`config.mk`:
```
export PLATFORM = sky130hd
export DESIGN_NAME = timer_counter
export DESIGN_NICKNAME = d
export VERILOG_FILES = /design/src/rtl/timer_pkg.sv /design/src/rtl/timer_counter.sv
export SDC_FILE = /design/constraint.sdc
export NUM_CORES = 1
export LEC_CHECK = 0
export BUFFER_PORTS_ARGS = -buffer_cell sky130_fd_sc_hd__buf_4
export CORE_MARGIN = 2
export CORE_UTILIZATION = 60
export CTS_BUF_LIST = sky130_fd_sc_hd__clkbuf_8
export DETAILED_ROUTE_END_ITERATION = 12
export GPL_TIMING_DRIVEN = 0
export PLACE_DENSITY_LB_ADDON = 0.15
export SETUP_SLACK_MARGIN = 0.05
export SLEW_MARGIN = 20
export SYNTH_ARGS = -nofsm -noshare
export SYNTH_HDL_FRONTEND = slang
export SYNTH_SLANG_ARGS = --single-unit
```
`constraint.sdc`:
```
create_clock -name clk -period 5.5 [get_ports clk]
set_clock_uncertainty 0.2 [all_clocks]
set_input_delay 0.55 -clock clk [delete_from_list [all_inputs] [get_ports clk]]
set_output_delay 0.55 -clock clk [all_outputs]
set_load 0.005 [all_outputs]
```
`src/rtl/timer_pkg.sv`:
```
// Shared types and constants for the memory-mapped down-counter timer.
package timer_pkg;

    typedef enum logic [1:0] {
        ST_IDLE = 2'd0,
        ST_LOAD = 2'd1,
        ST_CNT  = 2'd2,
        ST_INT  = 2'd3
    } state_e;

    localparam logic [1:0] REG_CTRL   = 2'd0;
    localparam logic [1:0] REG_PRESET = 2'd1;
    localparam logic [1:0] REG_COUNT  = 2'd2;

    localparam int unsigned CTRL_EN       = 0;
    localparam int unsigned CTRL_MODE_LSB = 1;
    localparam int unsigned CTRL_MODE_MSB = 2;
    localparam int unsigned CTRL_IM       = 3;
    localparam int unsigned CTRL_PSC_LSB  = 4;
    localparam int unsigned CTRL_PSC_MSB  = 11;

    localparam int unsigned CTRL_W = CTRL_PSC_MSB + 1;
    localparam int unsigned MODE_W = CTRL_MODE_MSB - CTRL_MODE_LSB + 1;
    localparam int unsigned PSC_W  = CTRL_PSC_MSB - CTRL_PSC_LSB + 1;

    localparam logic [MODE_W-1:0] MODE_ONESHOT = 2'd0;
    localparam logic [MODE_W-1:0] MODE_RELOAD  = 2'd1;

    // CTRL register layout, LSB first: en, mode, im, psc
    typedef struct packed {
        logic [PSC_W-1:0]  psc;
        logic              im;
        logic [MODE_W-1:0] mode;
        logic              en;
    } ctrl_t;

endpackage

```
`src/rtl/timer_counter.sv`:
```
// Memory-mapped programmable down-counter timer with interrupt output.
// Optional prescaler on CTRL[11:4] is built when TIMER_PRESCALER_EN is defined.
module timer_counter
    import timer_pkg::*;
#(
    parameter logic [31:0]  BASE_ADDR = 32'h0000_7F00,
    parameter int unsigned  WIDTH     = 32
) (
    input  logic        clk,
    input  logic        reset,
    input  logic [31:0] addr,
    input  logic [3:0]  byteen,
    input  logic [31:0] wdata,
    output logic [31:0] rdata,
    output logic        irq
);

    state_e             state_q, state_d;
    ctrl_t              ctrl_q, ctrl_d, ctrl_wr;
    logic [WIDTH-1:0]   preset_q, preset_d;
    logic [WIDTH-1:0]   count_q, count_d;
    logic               flag_q, flag_d;
    logic               sel, wr, wr_ctrl, wr_preset;
    logic               psc_tick;
    logic               unused_addr;

    assign sel         = (addr[31:4] == BASE_ADDR[31:4]);
    assign wr          = sel && (byteen == 4'hF);
    assign wr_ctrl     = wr && (addr[3:2] == REG_CTRL);
    assign wr_preset   = wr && (addr[3:2] == REG_PRESET);
    assign unused_addr = ^addr[1:0];

    // Value a CTRL write would store; PSC field only exists with the prescaler
    always_comb begin
        ctrl_wr = ctrl_t'(wdata[CTRL_W-1:0]);
`ifndef TIMER_PRESCALER_EN
        ctrl_wr.psc = '0;
`endif
    end

`ifdef TIMER_PRESCALER_EN
    logic [PSC_W-1:0] psc_q;

    // Prescaler runs only while counting, so it restarts on LOAD and in IDLE
    always_ff @(posedge clk or negedge reset) begin
        if (!reset) begin
            psc_q <= '0;
        end else if (state_q != ST_CNT || psc_tick) begin
            psc_q <= '0;
        end else begin
            psc_q <= psc_q + PSC_W'(1);
        end
    end

    assign psc_tick = (psc_q == ctrl_q.psc);
`else
    assign psc_tick = 1'b1;
`endif

    always_ff @(posedge clk or negedge reset) begin
        if (!reset) begin
            state_q  <= ST_IDLE;
            ctrl_q   <= '0;
            preset_q <= '0;
            count_q  <= '0;
            flag_q   <= 1'b0;
        end else begin
            state_q  <= state_d;
            ctrl_q   <= ctrl_d;
            preset_q <= preset_d;
            count_q  <= count_d;
            flag_q   <= flag_d;
        end
    end

    // Next-state logic; a bus CTRL write overrides any FSM update of CTRL/flag
    always_comb begin
        state_d  = state_q;
        ctrl_d   = ctrl_q;
        preset_d = preset_q;
        count_d  = count_q;
        flag_d   = flag_q;

        if (wr_preset) begin
            preset_d = WIDTH'(wdata);
        end

        case (state_q)
            ST_IDLE: begin
                if (ctrl_q.en) begin
                    state_d = ST_LOAD;
                end
            end
            ST_LOAD: begin
                count_d = preset_q;
                state_d = ST_CNT;
            end
            ST_CNT: begin
                if (!ctrl_q.en) begin
                    state_d = ST_IDLE;
                end else if (count_q != '0) begin
                    if (psc_tick) begin
                        count_d = count_q - WIDTH'(1);
                    end
                end else if (wr_ctrl && !ctrl_wr.en) begin
                    state_d = ST_IDLE;
                end else begin
                    state_d = ST_INT;
                    flag_d  = 1'b1;
                end
            end
            ST_INT: begin
                // Reload folds into this edge so the auto-reload period is PRESET+2
                if (ctrl_q.mode == MODE_RELOAD) begin
                    count_d = preset_q;
                    flag_d  = 1'b0;
                    state_d = ST_CNT;
                end else begin
                    ctrl_d.en = 1'b0;
                    state_d   = ST_IDLE;
                end
            end
            default: begin
                state_d = ST_IDLE;
            end
        endcase

        if (wr_ctrl) begin
            ctrl_d = ctrl_wr;
            flag_d = 1'b0;
        end
    end

    always_comb begin
        rdata = '0;
        if (sel) begin
            case (addr[3:2])
                REG_CTRL:   rdata = 32'(ctrl_q);
                REG_PRESET: rdata = 32'(preset_q);
                REG_COUNT:  rdata = 32'(count_q);
                default:    rdata = '0;
            endcase
        end
    end

    assign irq = flag_q & ctrl_q.im;

endmodule
```
# [After elaboration in Yosys (flattened, before gate mapping)]
# Cells that the tools add are included.
# Widths: inputs -> output; s select.
[word_totals] reg_bits=71 input_bits=70 output_inout_bits=33 wordCells=63
[classes] addsub=1 n_eq_ne=18 muxes=21 bitwise=1 reduce_logical=15
[op_table] cell="$pmux 32 s3" n=2
[op_table] cell="$mux 32" n=4
[op_table] cell="$reduce_bool 32->1" n=1
[op_table] cell="$sub 32x1->32 const B" n=1
[op_table] cell="$eq 28x11->1 const B" n=1
[op_table] cell="$ne 3x3->1 const B" n=5
[op_table] cell="$mux 2" n=5
[op_table] cell="$ne 2x2->1 const B" n=5
[op_table] cell="$mux 1" n=8
[op_table] cell="$pmux 2 s4" n=1
[op_table] cell="$eq 2x1->1 const B" n=3
[op_table] cell="$eq 2x2->1 const B" n=3
[op_table] cell="$reduce_bool 3->1" n=2
[op_table] cell="$reduce_and 5->1" n=1
[op_table] cell="$eq 4x4->1 const B" n=1
[op_table] cell="$logic_and 1x1->1" n=4
[op_table] cell="$logic_not 2->1" n=2
[op_table] cell="$reduce_and 2->1" n=2
[op_table] cell="$reduce_and 4->1" n=1
[op_table] cell="$pmux 1 s2" n=1
[op_table] cell="$reduce_bool 2->1" n=1
[op_table] cell="$and 1x1->1" n=1
[op_table] cell="$logic_not 1->1" n=1

# [Longest topological paths before layout]
# Gate-level depths: netlist (run 1).
[logic_depth] ltp_word=9 mapped_depth=9 ltp_nobuf=7

# [Least setup slack after synthesis (run 1)]
# OpenSTA, ideal clock, no wires.
[synth_timing] kind="reg-to-reg" startpoint="register count_q[18]" endpoint="register count_q[15]" setup_time_ns=0.121 arrival_ns=2.543 t_required_ns=5.179 path_slack_ns=2.636 path_stages_with_launch=9 path_buffers=3 period_less_slack_ns=2.864 cell_sequence="dfrtp_1 -> or4_1 -> buf_2 -> or4_4 -> o31a_1 -> or2_1 -> buf_6 -> buf_6 -> a22o_1"
[synth_via] elab_chain_len=3
[synth_rtl] item="from (decl)" line="timer_counter.sv:21" text="logic [WIDTH-1:0] count_q, count_d;"
[synth_rtl] item="from (signal assigned)" line="timer_counter.sv:71" text="count_q <= count_d;"
[synth_rtl] item="$reduce_bool 32->1" line="timer_counter.sv:101" text="end else if (count_q != '0) begin"
[synth_rtl] item="$ne 2x2->1 (no source line)"
[synth_rtl] item="$reduce_and 4->1 (no source line)"
# No other way between the ends.
# A chain may end at the register's enable or synchronous reset.

# [Worst setup path in the final report (run 1)]
[layout_timing] startpoint="input addr[2]" endpoint="output rdata[20]"
[layout_via] elab_chain_len=3 word_cells_on_any_way=5 classes_between="eq/ne: 2; mux: 2; reduce/logical: 1"
[layout_rtl] item="from (decl)" line="timer_counter.sv:11" text="input logic [31:0] addr,"
[layout_rtl] item="$eq 2x2->1, or another cell as far along" line="timer_counter.sv:137" text="case (addr[3:2])"
[layout_rtl] item="$pmux 32 s3 *" line="timer_counter.sv:137"
[layout_rtl] item="$mux 32 *" line="timer_counter.sv:136" text="if (sel) begin"
[layout_rtl] item="to (decl)" line="timer_counter.sv:14" text="output logic [31:0] rdata,"
# Every way passes the cells marked *; elsewhere a longest branch is shown, timed or not.

==> results by group, run 1 <==
Clock tree
  • Worst skew pair latency: between 0.3 and 0.4 ns
  • Clock Path Buffers: 2
  • Clock Pin Slew Worst Setup and Hold Paths: about 0.090 ns
  • Post-CTS setup repair buffer count: 0
  • Htree depth: 3
  • TritonCTS clock tree: built
  • Number of gates resized after cts: 0
  • CTS Buf Count: 9
  • Sink Count: slightly above 70
  • Root Buffer: clkbuf_8
  • # hold bufs at CTS: 0

Min path
  • Worst hold path class: input pin to async pin

Die
  • Starting Density: 0.623
  • I/O pins: 103
  • Die Footprint: 7740 sq um
  • CORE AREA: slightly below 7000 sq um
  • Die width: 88.0 microns
  • Num rows: 30
  • Chip Height: around 88 microns

Route
  • First DRT Iteration DRCs: 633
  • DRT Pass-1 Iters: 8
  • Via count: 4,366
  • ANT nets after route: 0
  • DR vias/cell: between 6 and 7
  • Average wire per standard cell: just under 20 microns
  • Detailed Route WL: ~13,000 microns
  • # DRC: 0

Timing
  • Fin crit share: 0.606
  • Worst Max-Slew Pin Slew: between 0.9 and 1 ns
  • Setup_tns: 0 ns
  • Slew margin rel.: 0.383
  • Slew Limit Fails: 0
  • Final setup vio count: 0
  • Hold Fails Final Rpt: 0
  • Min cycle time layout: about 3.3 ns
  • RSZ-0062 raised after global routing: false
  • Fmax: roughly 300 MHz

Synth
  • Yosys reg bits: 71
  • Post-synth top area share: 0.420
  • Syn avg cell area: about 9.4 sq um
  • Post-synthesis cell count: 452
  • Seq/Total Area, Yosys: 0.420
  • Predominant post-synthesis flop cell: dfrtp_1
  • Cell area after synthesis: approximately 4200 sq um
  • Post-synth net total: 524
  • Top cells by area, synth: dfrtp_1 42%, mux2_2 9.3%, a22oi_1 5.7%, nor2_1 5.3%, o2bb2ai_1 2.7%
  • Async SR Flop Fraction: 1.00
  • Post-synth cell types: a little over 50
  • Area leader, netlist: dfrtp_1
  • Number of flops mapped to enable cells by yosys: 0
  • Yosys warns: 0

Power and ir drop
  • P_int: between 0.0008 and 0.0009 W
  • Clk network pwr share: 0.473
  • Peak supply drop: 0.000151 V
  • Net Sw Frac: 0.216
  • Lkg Pwr: around 2.4 nW
  • Reg power frac: 0.473
  • Power per cell area: about 210 nW/um^2
  • Logic gate share of total power: 0.054
  • Net Sw Power: between 0.0002 and 0.00025 W

Setup path
  • Setup crit start: addr[2]
  • Crit path kind: input pin to primary output
  • Required @ worst endpoint: between 4 and 5 ns
  • Worst-case reg-to-reg path depth: 7
  • Worst EP arrival: about 2.6 ns
  • CP Capture Type: primary output
  • CP startpoint kind: input pin
  • R2R Path Start: count_q[18]
  • Crit path max fanout: 10
  • FF-to-FF End: state_q[1]
  • Setup slack, reg-to-reg: 2.20 ns

Cells and area
  • Final Net Count: between 600 and 700
  • Fin util: 0.785
  • Area of the multi-input gates: roughly 2300 sq um
  • Layout fillers: between 400 and 500
  • Area Overhead vs Synth: 26.0%
  • Ratio of cells with drive above 1 in the final layout: 0.292
  • Reg area: ~1800 sq um
  • # diodes: 0

Run status
  • Status: finished, final reports clean

Global route
  • Total track usage: 0.348
  • GRT Residual Overflow: 0
  • First-pass GRT wire length: a little over 20,000 microns
  • Largest net degree at the start of global routing: 72
  • Initial antenna violation count: 0
  • Vias in the first global route: between 4,000 and 5,000

Placed design
  • Final HPWL from detailed placement: 9000 microns
  • I/O Buffers: between 90 and 100
  • Placer Congestion: between 0.9 and 1

Run
  • Max-cap viol count: 0
==> cell usage after synthesis (6+ instances only) <==
cell type / number
o21ai_0: 18
nor2_1: 60
or3_1: 8
inv_1: 7
o22ai_1: 15
or4_1: 9
nor3_1: 18
clkbuf_1: 28
a22oi_1: 32
mux2_2: 35
a21oi_1: 15
nor4_1: 15
o31ai_1: 6
dfrtp_1: 71
a22o_1: 12
o22a_1: 8
a31oi_1: 6
nand2_1: 15
o2bb2ai_1: 13
==> registers in the layout, summed over array words and instances (netlist names) <==
| register | count |
|---|---|
| count_q | 32 |
| flag_q | 1 |
| preset_q | 32 |
| state_q | 2 |
| ctrl_q | 4 |
==> area by class of cell <==
type / count / share of cell area
Multi-Input combinational cell: 336 / 0.425
Sequential cell: 71 / 0.333
Clock inverter: 6 / 0.0204
Clock buffer: 10 / 0.0258
Inverter: 7 / 0.00493
Timing Repair Buffer: 98 / 0.138
Tap cell: 96 / 0.0225
Buffer: 38 / 0.0307
==> worst max-delay path by stage <==
stage,endpoint,slack [ns],depth (start not counted)
after global placement,preset_q[29],1.92,7
after global routing,preset_q[22],2.00,7
after CTS,rdata[20],2.21,7
after floorplan,preset_q[20],2.64,6
after detailed placement,preset_q[26],1.86,7
final,rdata[20],2.16,7
==> per-layer routing <==
layer	vias up	global-route usage	part of all wire
met5	-	0	0
met1	2080	0.478	0.39
met4	0	0.141	0.027
met3	37	0.0462	0.11
li1	1951	-	-
met2	298	0.559	0.47
==> critical path, cell delays in order <==
cell and delay (ns):
clkbuf_1 0.32, inv_1 0.15, nor2_1 0.63, clkbuf_1 0.47, a22oi_1 0.21, nor2_1 0.13
buf_4 0.12
==> through the flow <==
stage | worst slack [ns] | std cells | hold slack [ns] | cell area (sq um) | power (W)
3_3_place_gp | 1.92 | 646 | 0.305 | 5090 | 0.000590
3_5_place_dp | 1.86 | 646 | 0.309 | 5090 | 0.000592
4_1_cts | 2.21 | 662 | 0.156 | 5330 | 0.00110
6_report | 2.16 | 662 | 0.113 | 5330 | 0.00110
2_1_floorplan | 2.64 | 452 | 0.0544 | 4230 | 0.000543
5_1_grt | 2.00 | 662 | 0.204 | 5330 | 0.00113
==> kinds of logic (layout without fill, tap and decap cells) <==
family	after synthesis	count (layout)	synth area share
AOI/OAI and AO/OA	138	138	0.232
adders and majority gates	2	2	0.00591
buffers and inverters	45	159	0.0449
DFF	71	71	0.420
muxes	41	41	0.108
and+or+nand+nor	155	155	0.190
==> power by group through the flow <==
stage                     clock network [W]  registers, W  logic (W)
after floorplan                           0      0.000532  0.0000105
after global placement                    0      0.000532  0.0000580
after detailed placement                  0      0.000532  0.0000599
after CTS                          0.000518      0.000522  0.0000600
after global routing               0.000544      0.000521  0.0000652
final                              0.000522      0.000522  0.0000596
==> cell usage in the layout (no fill, tap or decap), types with 9 or more instances in the layout <==
| cell | n |
|---|---|
| o21ai_0 | 18 |
| mux2_2 | 35 |
| dfrtp_1 | 71 |
| a21oi_1 | 15 |
| o22ai_1 | 15 |
| a22o_1 | 12 |
| nor3_1 | 18 |
| nor2_1 | 60 |
| or4_1 | 9 |
| clkbuf_8 | 10 |
| nand2_1 | 15 |
| o2bb2ai_1 | 13 |
| buf_4 | 98 |
| nor4_1 | 15 |
| clkbuf_1 | 28 |
| a22oi_1 | 32 |
Power figures use the tool's default switching activity.
==> run 2, diff against run 1 <==
--- a/config.mk
+++ b/config.mk
@@ -7,7 +7,7 @@
 export LEC_CHECK = 0
 export BUFFER_PORTS_ARGS = -buffer_cell sky130_fd_sc_hd__buf_4
 export CORE_MARGIN = 2
-export CORE_UTILIZATION = 60
+export CORE_UTILIZATION = 50
 export CTS_BUF_LIST = sky130_fd_sc_hd__clkbuf_8
 export DETAILED_ROUTE_END_ITERATION = 12
 export GPL_TIMING_DRIVEN = 0
==> constraint.sdc (replaced) <==
create_clock -name clk -period 2.9 [get_ports clk]
set_clock_uncertainty 0.2 [all_clocks]
set_input_delay 0.29 -clock clk [delete_from_list [all_inputs] [get_ports clk]]
set_output_delay 0.29 -clock clk [all_outputs]
set_load 0.005 [all_outputs]
==> run 2 against run 1 <==
- via count increased by 2.0%
- power grew 68%
- worst hold slack better by 0.20 ns
- cell count grew 9.8%
- sequential power grew 89%
- critical path depth up 1
- register-to-register slack worse by 2.2 ns
- critical endpoint is now count_q[14]
- largest power group unchanged
- highest routed layer unchanged
==> results by group, run 2 (synthesis gave the netlist of run 1 again) <==
Die
  • Die Footprint: approximately 9200 sq um
  • Starting Density: 0.515
  • I/O pins: between 100 and 150
  • Chip Height: 96.0 microns
  • Num rows: 33
  • CORE AREA: approximately 8200 sq um
  • Die width: approximately 96 microns

Setup path
  • Crit path kind: register to register
  • Crit path max fanout: 6
  • Required @ worst endpoint: ~3.0 ns
  • Worst EP arrival: just under 3 ns
  • CP startpoint kind: register
  • CP Capture Type: register

Power and ir drop
  • Logic gate share of total power: 0.081
  • Lkg Pwr: 2.71 nW
  • Peak supply drop: around 0.00023 V
  • Power per cell area: 312 nW/um^2
  • P_int: approximately 0.0014 W
  • Clk network pwr share: 0.384
  • Net Sw Power: 0.000466 W
  • Net Sw Frac: 0.252
  • Reg power frac: 0.535

Min path
  • Worst hold path class: input pin to register

Route
  • # DRC: 0
  • DRT Pass-1 Iters: 5
  • Via count: approximately 4,500
  • DR vias/cell: 6.13
  • Average wire per standard cell: around 19 microns
  • ANT nets after route: 0
  • Detailed Route WL: approximately 14,000 microns
  • First DRT Iteration DRCs: 570

Placed design
  • Placer Congestion: 0.937
  • Dpl cells: roughly 660
  • Final HPWL from detailed placement: 9020 microns
  • I/O Buffers: between 90 and 100

Cells and area
  • Area of the multi-input gates: 2360 sq um
  • Final Net Count: ~690
  • Area Overhead vs Synth: 40.3%
  • Layout fillers: a little over 600
  • Largest registers: count_q x32, preset_q x32, ctrl_q x4
  • Reg area: 1780 sq um
  • Most common cell after layout, fill and taps aside: buf_4
  • Non-Filler Instances: approximately 730
  • # diodes: 0
  • Most frequent cells in the layout: 121 x buf_4, 70 x dfrtp_1, 59 x nor2_1
  • Ratio of cells with drive above 1 in the final layout: 0.338

Timing
  • Hold Fails Final Rpt: 0
  • RSZ-0062 raised after global routing: true
  • Min cycle time layout: between 2 and 3 ns
  • Slew Limit Fails: 0
  • Slew margin rel.: 0.382
  • Final setup vio count: 0
  • Hold WS: 0.315 ns
  • Fmax: between 300 and 400 MHz
  • Worst Max-Slew Pin Slew: 0.928 ns
  • Setup_tns: 0 ns
  • Fin crit share: 0.990

Run
  • Max-cap viol count: 0

Global route
  • Vias in the first global route: 4,425
  • Total track usage: 0.317
  • Largest net degree at the start of global routing: just over 70
  • Initial antenna violation count: 0
  • First-pass GRT wire length: roughly 22,000 microns
  • GRT Residual Overflow: 0

Clock tree
  • TritonCTS clock tree: built
  • CTS Buf Count: 9
  • Sink Count: roughly 70
  • Clock Path Buffers: 2
  • Worst skew pair latency: 0.36 ns
  • Clock Pin Slew Worst Setup and Hold Paths: roughly 0.09 ns
  • Root Buffer: clkbuf_8
  • Htree depth: 3

Run status
  • Status: finished, final reports clean
## run 2: repair_timing
item | 4_1_cts | 5_1_grt
endpoints found under the setup margin | 63 | 86
pin swaps | 9 | 13
resized for setup | 29 | 19
setup buffers | 18 | 5
cloned | 1 | 0
hold buffers | 33 | 0
hold endpoints to repair | 106 | 0
## run 2: metal layers
layer | part of all wire | wire [microns] | vias to the layer above | track usage
li1 | - | - | 2058 | -
met1 | 0.42 | 5840 | 2134 | 0.435
met2 | 0.47 | 6520 | 229 | 0.501
met3 | 0.079 | 1090 | 32 | 0.0470
met4 | 0.023 | 317 | 0 | 0.132
met5 | 0 | 0 | - | 0
## run 2: layout make-up
class / count / share of cell area
plain buffers: 37 / 0.0327
multi-input cells: 336 / 0.398
well taps: 105 / 0.0221
inverters: 7 / 0.00443
repair buffers: 155 / 0.215
flip-flops and latches: 71 / 0.300
clock buffers: 9 / 0.0209
clock inverters: 7 / 0.00696
## run 2: metrics by stage
stage          total power [W]   util  cell area [sq um]  setup WS (ns)
6_report               0.00185  0.722               5940         0.0281
5_1_grt                0.00191  0.722               5940        -0.0202
4_1_cts                0.00185  0.714               5860         0.0129
3_5_place_dp           0.00112  0.621               5100         -0.588
3_3_place_gp           0.00112  0.621               5100         -0.589
2_1_floorplan          0.00103      -               4230         0.0932
## run 2: worst max-delay path: stages (launching register included)
cell and delay [ns]:
dfrtp_1 0.40, or4_4 0.57, or4_4 0.50, o31a_1 0.34
or2_1 0.23, buf_6 0.15, buf_6 0.12, buf_6 0.10
a22o_1 0.16
## run 2: final timing paths
check                       startpoint           to  slack (ns)  cells after the start
max                        count_q[18]  count_q[14]        0.03                      8
min                          byteen[0]       flag_q        0.31                      4
max reg2reg                count_q[18]  count_q[14]        0.03                      8
min reg2reg                 state_q[0]   state_q[0]        0.31                      1
max in group asynchronous        reset  count_q[12]        1.45                      2
min in group asynchronous        reset  preset_q[8]        0.39                      2
## run 2: power groups by stage
stage                     clock network (W)  logic [W]  registers [W]
after floorplan                           0  0.0000199        0.00101
after global placement                    0   0.000111        0.00101
after detailed placement                  0   0.000113        0.00101
after CTS                          0.000710   0.000149       0.000989
after global routing               0.000760   0.000164       0.000989
final                              0.000710   0.000150       0.000989
